[config.mk]
export PLATFORM = sky130hd
export DESIGN_NAME = rvh_l1d_mshr_file
export DESIGN_NICKNAME = d
export VERILOG_FILES = /design/src/rtl/rvh_l1d_mshr_file.sv
export SDC_FILE = /design/constraint.sdc
export NUM_CORES = 1
export LEC_CHECK = 0
export ABC_AREA = 0
export BUFFER_PORTS_ARGS = -buffer_cell sky130_fd_sc_hd__buf_4
export CAP_MARGIN = 20
export CORE_ASPECT_RATIO = 0.75
export CORE_MARGIN = 5
export CORE_UTILIZATION = 45
export CTS_CLUSTER_SIZE = 25
export DETAILED_ROUTE_END_ITERATION = 10
export PLACE_DENSITY = 0.73
export RECOVER_POWER = 50
export SETUP_SLACK_MARGIN = 0.4
export SLEW_MARGIN = 10
export SYNTH_ARGS = -nofsm -noshare
export SYNTH_HDL_FRONTEND = slang
export SYNTH_SLANG_ARGS = --single-unit
[constraint.sdc]
create_clock -name clk -period 3.7 [get_ports clk]
set_clock_uncertainty 0.1 [all_clocks]
set_input_delay 0.74 -clock clk [delete_from_list [all_inputs] [get_ports clk]]
set_output_delay 0.74 -clock clk [all_outputs]
set_load 0.1 [all_outputs]
[src/rtl/rvh_l1d_mshr_file.sv]
// L1D bank miss-status holding register file.
// Allocates free entries, dedups lines via CAM and issues L2 reads in order.
module rvh_l1d_mshr_file #(
    parameter int N_MSHR       = 4,
    parameter int PADDR_WIDTH  = 20,
    parameter int OFFSET_WIDTH = 6,
    parameter int TXN_W        = 4,
    localparam int IDX_W       = $clog2(N_MSHR),
    localparam int LINE_W      = PADDR_WIDTH - OFFSET_WIDTH
) (
    input  logic                   clk,
    input  logic                   rst,
    input  logic                   alloc_valid_i,
    output logic                   alloc_ready_o,
    input  logic [PADDR_WIDTH-1:0] alloc_paddr_i,
    input  logic [TXN_W-1:0]       alloc_txn_i,
    input  logic                   alloc_no_l2_i,
    output logic [IDX_W-1:0]       alloc_idx_o,
    input  logic [PADDR_WIDTH-1:0] lookup_paddr_i,
    output logic                   lookup_hit_o,
    output logic [IDX_W-1:0]       lookup_idx_o,
    output logic                   l2_ar_valid_o,
    input  logic                   l2_ar_ready_i,
    output logic [IDX_W-1:0]       l2_ar_id_o,
    output logic [PADDR_WIDTH-1:0] l2_ar_addr_o,
    output logic [TXN_W-1:0]       l2_ar_txn_o,
    input  logic                   dealloc_valid_i,
    input  logic [IDX_W-1:0]       dealloc_idx_i,
    input  logic                   flush_i,
    output logic [N_MSHR-1:0]      entry_valid_o,
    output logic [N_MSHR-1:0]      entry_issued_o,
    output logic [N_MSHR-1:0]      entry_no_resp_o,
    output logic                   full_o
);

    typedef enum logic [1:0] {
        ST_FREE,
        ST_QUEUED,
        ST_ISSUED,
        ST_LOCAL
    } state_e;

    state_e            state   [N_MSHR];
    logic [LINE_W-1:0] line_q  [N_MSHR];
    logic [TXN_W-1:0]  txn_q   [N_MSHR];
    logic [N_MSHR-1:0] no_resp_q;
    logic [N_MSHR-1:0] no_resp_nxt;

    logic [IDX_W-1:0]  ar_q    [N_MSHR];
    logic [IDX_W-1:0]  wr_ptr;
    logic [IDX_W-1:0]  rd_ptr;
    logic [IDX_W:0]    count;

    logic              alloc_hit;
    logic              free_found;
    logic              alloc_fire;
    logic              push;
    logic              pop;
    logic              dealloc_ok;
    logic [IDX_W-1:0]  head;
    logic              unused_offset;

    assign unused_offset = ^{alloc_paddr_i[OFFSET_WIDTH-1:0],
                             lookup_paddr_i[OFFSET_WIDTH-1:0]};

    always_comb begin
        entry_valid_o  = '0;
        entry_issued_o = '0;
        lookup_hit_o   = 1'b0;
        lookup_idx_o   = '0;
        alloc_hit      = 1'b0;
        free_found     = 1'b0;
        alloc_idx_o    = '0;
        for (int i = 0; i < N_MSHR; i++) begin
            entry_valid_o[i]  = (state[i] != ST_FREE);
            entry_issued_o[i] = (state[i] == ST_ISSUED) || (state[i] == ST_LOCAL);
            if (entry_valid_o[i] &&
                line_q[i] == lookup_paddr_i[PADDR_WIDTH-1:OFFSET_WIDTH]) begin
                lookup_hit_o = 1'b1;
                lookup_idx_o = IDX_W'(i);
            end
            if (entry_valid_o[i] &&
                line_q[i] == alloc_paddr_i[PADDR_WIDTH-1:OFFSET_WIDTH]) begin
                alloc_hit = 1'b1;
            end
            if (!free_found && !entry_valid_o[i]) begin
                free_found  = 1'b1;
                alloc_idx_o = IDX_W'(i);
            end
        end
    end

    assign full_o        = !free_found;
    assign alloc_ready_o = free_found && !alloc_hit;
    assign alloc_fire    = alloc_valid_i && alloc_ready_o;
    assign push          = alloc_fire && !alloc_no_l2_i;

    assign head          = ar_q[rd_ptr];
    assign l2_ar_valid_o = (count != '0);
    assign pop           = l2_ar_valid_o && l2_ar_ready_i;
    assign l2_ar_id_o    = head;
    assign l2_ar_addr_o  = {line_q[head], {OFFSET_WIDTH{1'b0}}};
    assign l2_ar_txn_o   = txn_q[head];

    assign dealloc_ok = dealloc_valid_i &&
                        (state[dealloc_idx_i] == ST_ISSUED ||
                         state[dealloc_idx_i] == ST_LOCAL);

    // Flush marks survivors and the newcomer; a freed entry always leaves clean.
    always_comb begin
        no_resp_nxt = no_resp_q;
        for (int i = 0; i < N_MSHR; i++) begin
            if (alloc_fire && alloc_idx_o == IDX_W'(i))
                no_resp_nxt[i] = 1'b0;
            if (flush_i && (entry_valid_o[i] ||
                            (alloc_fire && alloc_idx_o == IDX_W'(i))))
                no_resp_nxt[i] = 1'b1;
            if (dealloc_ok && dealloc_idx_i == IDX_W'(i))
                no_resp_nxt[i] = 1'b0;
        end
    end

    assign entry_no_resp_o = no_resp_q;

    always_ff @(posedge clk or posedge rst) begin
        if (rst) begin
            for (int i = 0; i < N_MSHR; i++) begin
                state[i]  <= ST_FREE;
                line_q[i] <= '0;
                txn_q[i]  <= '0;
                ar_q[i]   <= '0;
            end
            no_resp_q <= '0;
            wr_ptr    <= '0;
            rd_ptr    <= '0;
            count     <= '0;
        end else begin
            for (int i = 0; i < N_MSHR; i++) begin
                if (alloc_fire && alloc_idx_o == IDX_W'(i)) begin
                    state[i]  <= alloc_no_l2_i ? ST_LOCAL : ST_QUEUED;
                    line_q[i] <= alloc_paddr_i[PADDR_WIDTH-1:OFFSET_WIDTH];
                    txn_q[i]  <= alloc_txn_i;
                end else if (pop && head == IDX_W'(i)) begin
                    state[i] <= ST_ISSUED;
                end else if (dealloc_ok && dealloc_idx_i == IDX_W'(i)) begin
                    state[i] <= ST_FREE;
                end
            end
            no_resp_q <= no_resp_nxt;
            if (push) begin
                ar_q[wr_ptr] <= alloc_idx_o;
                wr_ptr       <= wr_ptr + IDX_W'(1);
            end
            if (pop)
                rd_ptr <= rd_ptr + IDX_W'(1);
            unique case ({push, pop})
                2'b10:   count <= count + (IDX_W+1)'(1);
                2'b01:   count <= count - (IDX_W+1)'(1);
                default: count <= count;
            endcase
            if (dealloc_valid_i)
                assert (dealloc_ok)
                else $warning("mshr dealloc of non-issued entry %0d ignored",
                              dealloc_idx_i);
        end
    end

endmodule
Word level (Yosys, flattened, before mapping)
Cells that the tools add are included.
W data, S select, Z words.
{"block": "word_totals", "ff_bits": 99, "in_bits": 53, "output_inout_bits": 46}
{"block": "classes", "add_sub_neg": 4, "magnitude_cmp": 5, "eq_ne": 29, "mux": 59, "bitwise": 4, "reduce_logical": 67}
{"op": "$eq A14 B14 Y1", "count": 8}
{"op": "$mux W2", "count": 22}
{"op": "$eq A2 B2 Y1 const B", "count": 17}
{"op": "$logic_and A1 B1 Y1", "count": 33}
{"op": "$bmux W14 S2", "count": 1}
{"op": "$mux W14", "count": 2}
{"op": "$reduce_bool A3 Y1", "count": 9}
{"op": "$mux W1", "count": 26}
{"op": "$ge A3 B3 Y1 const B", "count": 4}
{"op": "$not A2 Y3", "count": 4}
{"op": "$reduce_bool A2 Y1", "count": 5}
{"op": "$logic_or A1 B1 Y1", "count": 9}
{"op": "$bmux W2 S2", "count": 2}
{"op": "$bmux W4 S2", "count": 1}
{"op": "$bwmux W8", "count": 1}
{"op": "$eq A2 B1 Y1 const B", "count": 4}
{"op": "$logic_not A1 Y1", "count": 8}
{"op": "$mux W4", "count": 2}
{"op": "$logic_not A2 Y1", "count": 3}
{"op": "$pmux W3 S2", "count": 1}
{"op": "$add A2 B1 Y2 const B", "count": 2}
{"op": "$demux W2 S2", "count": 1}
{"op": "$add A3 B1 Y3 const B", "count": 1}
{"op": "$lt A3 B1 Y1 const B", "count": 1}
{"op": "$sub A3 B1 Y3 const B", "count": 1}

Depth between registers and ports, before layout
{"block": "depth", "depth_word": 17, "ltp_mapped": 13, "ltp_nobuf": 13}

Worst setup path before layout
No wires, ideal clock.
{"block": "synth_timing", "path_type": "flip-flop to output port", "from": "reg state[3] (netlist name)", "to": "out alloc_idx_o[1]", "arrival_time_ns": 3.640, "required_time_ns": 2.860, "path_slack_ns": -0.780, "stages_incl_launch_ff": 4, "path_buffers": 0, "cell_sequence": "dfrtp_1 -> nor2_1 -> inv_1 -> a211oi_1"}
{"block": "synth_via", "elab_chain_len": 7, "elab_cells_between_ends": 8}
{"item": "from (decl)", "line": "43", "text": "state_e state [N_MSHR];"}
{"item": "from (signal, indexed assignment)", "line": "140", "text": "state[i] <= alloc_no_l2_i ? ST_LOCAL : ST_QUEUED;"}
{"item": "$reduce_bool A2 Y1 (*)", "line": "75", "text": "entry_valid_o[i] = (state[i] != ST_FREE);"}
{"item": "via entry_valid_o[2]", "line": "30", "text": "output logic [N_MSHR-1:0] entry_valid_o,"}
{"item": "$logic_not A1 Y1 (*)", "line": "86", "text": "if (!free_found && !entry_valid_o[i]) begin"}
{"item": "$logic_and A1 B1 Y1 (*)", "line": "86"}
{"item": "$mux W1", "line": "86"}
{"item": "$logic_not A1 Y1", "line": "86"}
{"item": "$logic_and A1 B1 Y1", "line": "86"}
{"item": "$mux W2 (*)", "line": "86"}
{"item": "to (decl)", "line": "18", "text": "output logic [IDX_W-1:0] alloc_idx_o,"}
Mark *: on every way through the listed nets, which the timed path passes. The rest lies on a longest branch.

Worst setup path in the final report
{"block": "layout_timing", "from": "in alloc_paddr_i[13]", "to": "out alloc_ready_o"}
{"block": "layout_via", "elab_chain_len": 8, "elab_cells_between_ends": 14}
{"item": "from (decl)", "line": "15", "text": "input logic [PADDR_WIDTH-1:0] alloc_paddr_i,"}
{"item": "$eq A14 B14 Y1", "line": "83", "text": "line_q[i] == alloc_paddr_i[PADDR_WIDTH-1:OFFSET_WIDTH]) begin"}
{"item": "$logic_and A1 B1 Y1", "line": "82", "text": "if (entry_valid_o[i] &&"}
{"item": "$mux W1 (3 in series)", "line": "82"}
{"item": "$mux W1 (*)", "line": "82"}
{"item": "$logic_not A1 Y1 (*)", "line": "94", "text": "assign alloc_ready_o = free_found && !alloc_hit;"}
{"item": "$logic_and A1 B1 Y1 (*)", "line": "94"}
{"item": "to (decl)", "line": "14", "text": "output logic alloc_ready_o,"}
Every way passes the cells marked *; elsewhere a longest branch is shown, timed or not.

==> results by group <==
Placed design
  • DP HPWL: 12.5 mm
  • Placer Congestion: 0.977
  • Post-Place Setup Slack: 0.202 ns
  • I/O Buffers: 80
  • Placed cell areas: 6910 sq um

Floorplan
  • Number of I/O pins: 99
  • DIE AREA: 16100 sq um
  • CORE AREA: 13500 sq um
  • Die height: 111 um
  • Number of placement rows: 37
  • Die X: 145 um
  • Initial Utilization: 45.4%

GRT
  • Routing usage on met2: 32.6%
  • First-pass GRT wire length: 27.0 mm
  • Antenna violations before repair: 0
  • Met1 Use GR: 32.1%
  • Largest net degree at the start of global routing: 42
  • GR Overflow Total: 0
  • GR peak layer: met2
  • Met3 GRT Util: 6.51%
  • Vias in the first global route: 4524
  • Global router's overall resource usage: 22.1%

Final layout
  • Design Area, Final: 7290 sq um
  • # nets final: 647
  • Share of layout cells above drive strength 1: 38.6%
  • P&R area growth vs syn: 18.9%
  • Area of the multi-input gates: 3520 sq um
  • Antenna diode count: 0
  • Fill cells: 1201
  • Sequential cell area: 2480 sq um

Synthesis
  • Synth cell types: 53
  • Post-synthesis sequential area ratio: 40.4%
  • Share of the synthesized area in the top cell type: 40.4%
  • Synth Register Bits: 99
  • Ranking of synthesized cells by area: dfrtp_1, xor2_1, mux2_2
  • Asr flop ratio synth: 100%
  • Synth Warn #: 0
  • Post-synthesis cell count: 510
  • Dominant synthesized flop cell: dfrtp_1
  • Mapped Area: 6140 sq um
  • Synth top cells by count: dfrtp_1, xor2_1, mux2_2, xnor2_1, nor4_1
  • Count leader, synth: dfrtp_1
  • Avg Synthesized Cell Area: 12.0 sq um
  • Synth area leader: dfrtp_1
  • Number of flops mapped to enable cells by yosys: 0

Worst setup path
  • CP required: 2.86 ns
  • Reg2reg start: line_q[21]
  • Slowest cell on crit path: nor4_1
  • CP Launch Type: primary input
  • Signal arrival time at the worst endpoint: 2.46 ns
  • Reg2Reg Depth: 13
  • Reg2Reg Capture Point: count[2]
  • Critical-path cell list: buf_4 > xor2_1 > nor4_1 > nand4_1 > nand4_1 > buf_4 > nor2_4 > buf_6
  • Setup crit end kind: output pin
  • Reg-to-reg setup timing slack: 0.56 ns
  • Critical path class: in -> out
  • Largest stage delay, worst path: 0.47 ns
  • Crit Path Max Fanout: 8

Route
  • DRC violations left: 0
  • Total number of vias: 4305
  • Iter 0 DRT Violations: 304
  • Drt first pass iters: 4
  • Via density: 5.61
  • Count of antenna-violating nets left after detailed routing: 0
  • Total routed wirelength: 17.1 mm
  • Drt wl/cell: 22.3 um

CTS
  • Clk Latency, worst-skew pair: 0.34 ns
  • Cts hold-fix bufs: 0
  • CTS tree: yes
  • Clock sink count: 99
  • Root buffer cell: clkbuf_16
  • H-tree levels: 3
  • Clock Path Buffers: 2
  • Clk pin slew, worst setup/hold paths: 0.07 ns
  • TritonCTS Buffers: 9

STA
  • Slew HR: -20.4%
  • Unrepaired setup endpoints after global routing: true
  • Fmax: 303 MHz
  • Worst-Margin Slew: 1.80 ns
  • Setup_tns: 0 ns
  • Slew Viols, Final: 42
  • Final setup vio count: 0
  • Final hold slack: 0.364 ns
  • Fin. Hold Viols: 0
  • PnR worst setup slack: 0.396 ns
  • Final worst path period share: 89.3%
  • Tmin final: 3.30 ns

Outcome
  • Failing checks: max-capacitance violations, max-slew violations
  • Run status: finished with violations

Hold path
  • Hold path depth: 1
  • Worst Hold End: count[2]
  • HP Start: count[2]
  • Min-Delay Path Class: reg -> reg

Run
  • # Max-Cap Violations: 1
-- critical path, delay by kind of cell --
family | cells | cell delay, ns
xor gates and xnor gates | 1 | 0.17
and+or+nand+nor | 4 | 1.06
buffers and inverters | 3 | 0.49
-- kinds of logic after synthesis --
logic type / Yosys count / share of synthesized area, %
AO/OA/AOI/OAI: 20 / 2.45
XOR/XNOR: 118 / 16.8
adder cells (fa/ha/maj): 6 / 1.35
buffers and inverters: 53 / 5.18
flip-flops: 99 / 40.4
multiplexers: 105 / 24.0
other: 1 / 0.0611
AND/OR/NAND/NOR: 108 / 9.73
-- cell type report --
cell class / instances / area share (%)
repair buffers: 97 / 9.74
clock inverters: 3 / 0.635
clock buffers: 13 / 3.43
inverters: 17 / 0.961
well taps: 175 / 3.00
flip-flops and latches: 99 / 34.0
multi-input cells: 364 / 48.2
-- cell usage in the layout, fill, tap and decap left out, types with 2 or more instances in the layout --
master	count
nand2b_1	2
xor2_1	86
or3_1	2
dfrtp_1	98
a211oi_2	2
mux2_1	2
clkinvlp_4	2
nand2_1	18
nand4_1	18
xnor2_1	27
ha_1	4
nor4_1	16
clkbuf_1	18
xnor2_2	4
buf_4	76
nor3_1	7
clkinvlp_2	2
clkbuf_16	9
a21oi_1	3
nand3b_1	2
mux2_4	18
nor2_2	2
mux4_2	21
nand3_1	9
mux2_2	64
nor2_4	2
inv_1	13
o21ai_0	3
nor4_2	5
nor2_1	14
conb_1	6
buf_12	3
-- stage by stage --
stage / util, % / std cells
finish: 54.0 / 768
global route: 54.0 / 768
CTS: 54.4 / 767
detailed placement: 51.1 / 746
global placement: 51.1 / 746
floorplan: - / 515
-- what timing repair did --
action | CTS | global route
gates resized for setup | 10 | 5
setup endpoints to repair | 13 | 7
cloned | 1 | 0
setup buffers | 4 | 1
pin swaps | 1 | 6
-- worst max path at each step --
stage	start	endpoint	slack (ns)	cells after the start
finish	alloc_paddr_i[13]	alloc_ready_o	0.40	8
global route	alloc_paddr_i[13]	count[2]	0.25	14
CTS	rd_ptr[0]	l2_ar_txn_o[3]	0.38	3
detailed placement	alloc_paddr_i[12]	count[2]	0.20	13
global placement	alloc_paddr_i[14]	count[2]	0.25	13
floorplan	state[2]	alloc_idx_o[1]	0.26	3
-- registers in the layout (all words and copies together), names as in the netlist --
name / count
rd_ptr: 2
line_q: 56
state: 8
txn_q: 16
ar_q: 8
count: 3
entry_no_resp_o: 4
wr_ptr: 2
-- routing by layer --
layer  vias to the layer above  part of all wire, %
li1                       1947                    -
met1                      2199                   45
met2                       141                   46
met3                        18                  8.3
met4                         0                  1.2
met5                         -                    0
Power is left out: the tool's default activity adds up to more than one toggle a clock period on the data nets, which glitch-free logic cannot reach.
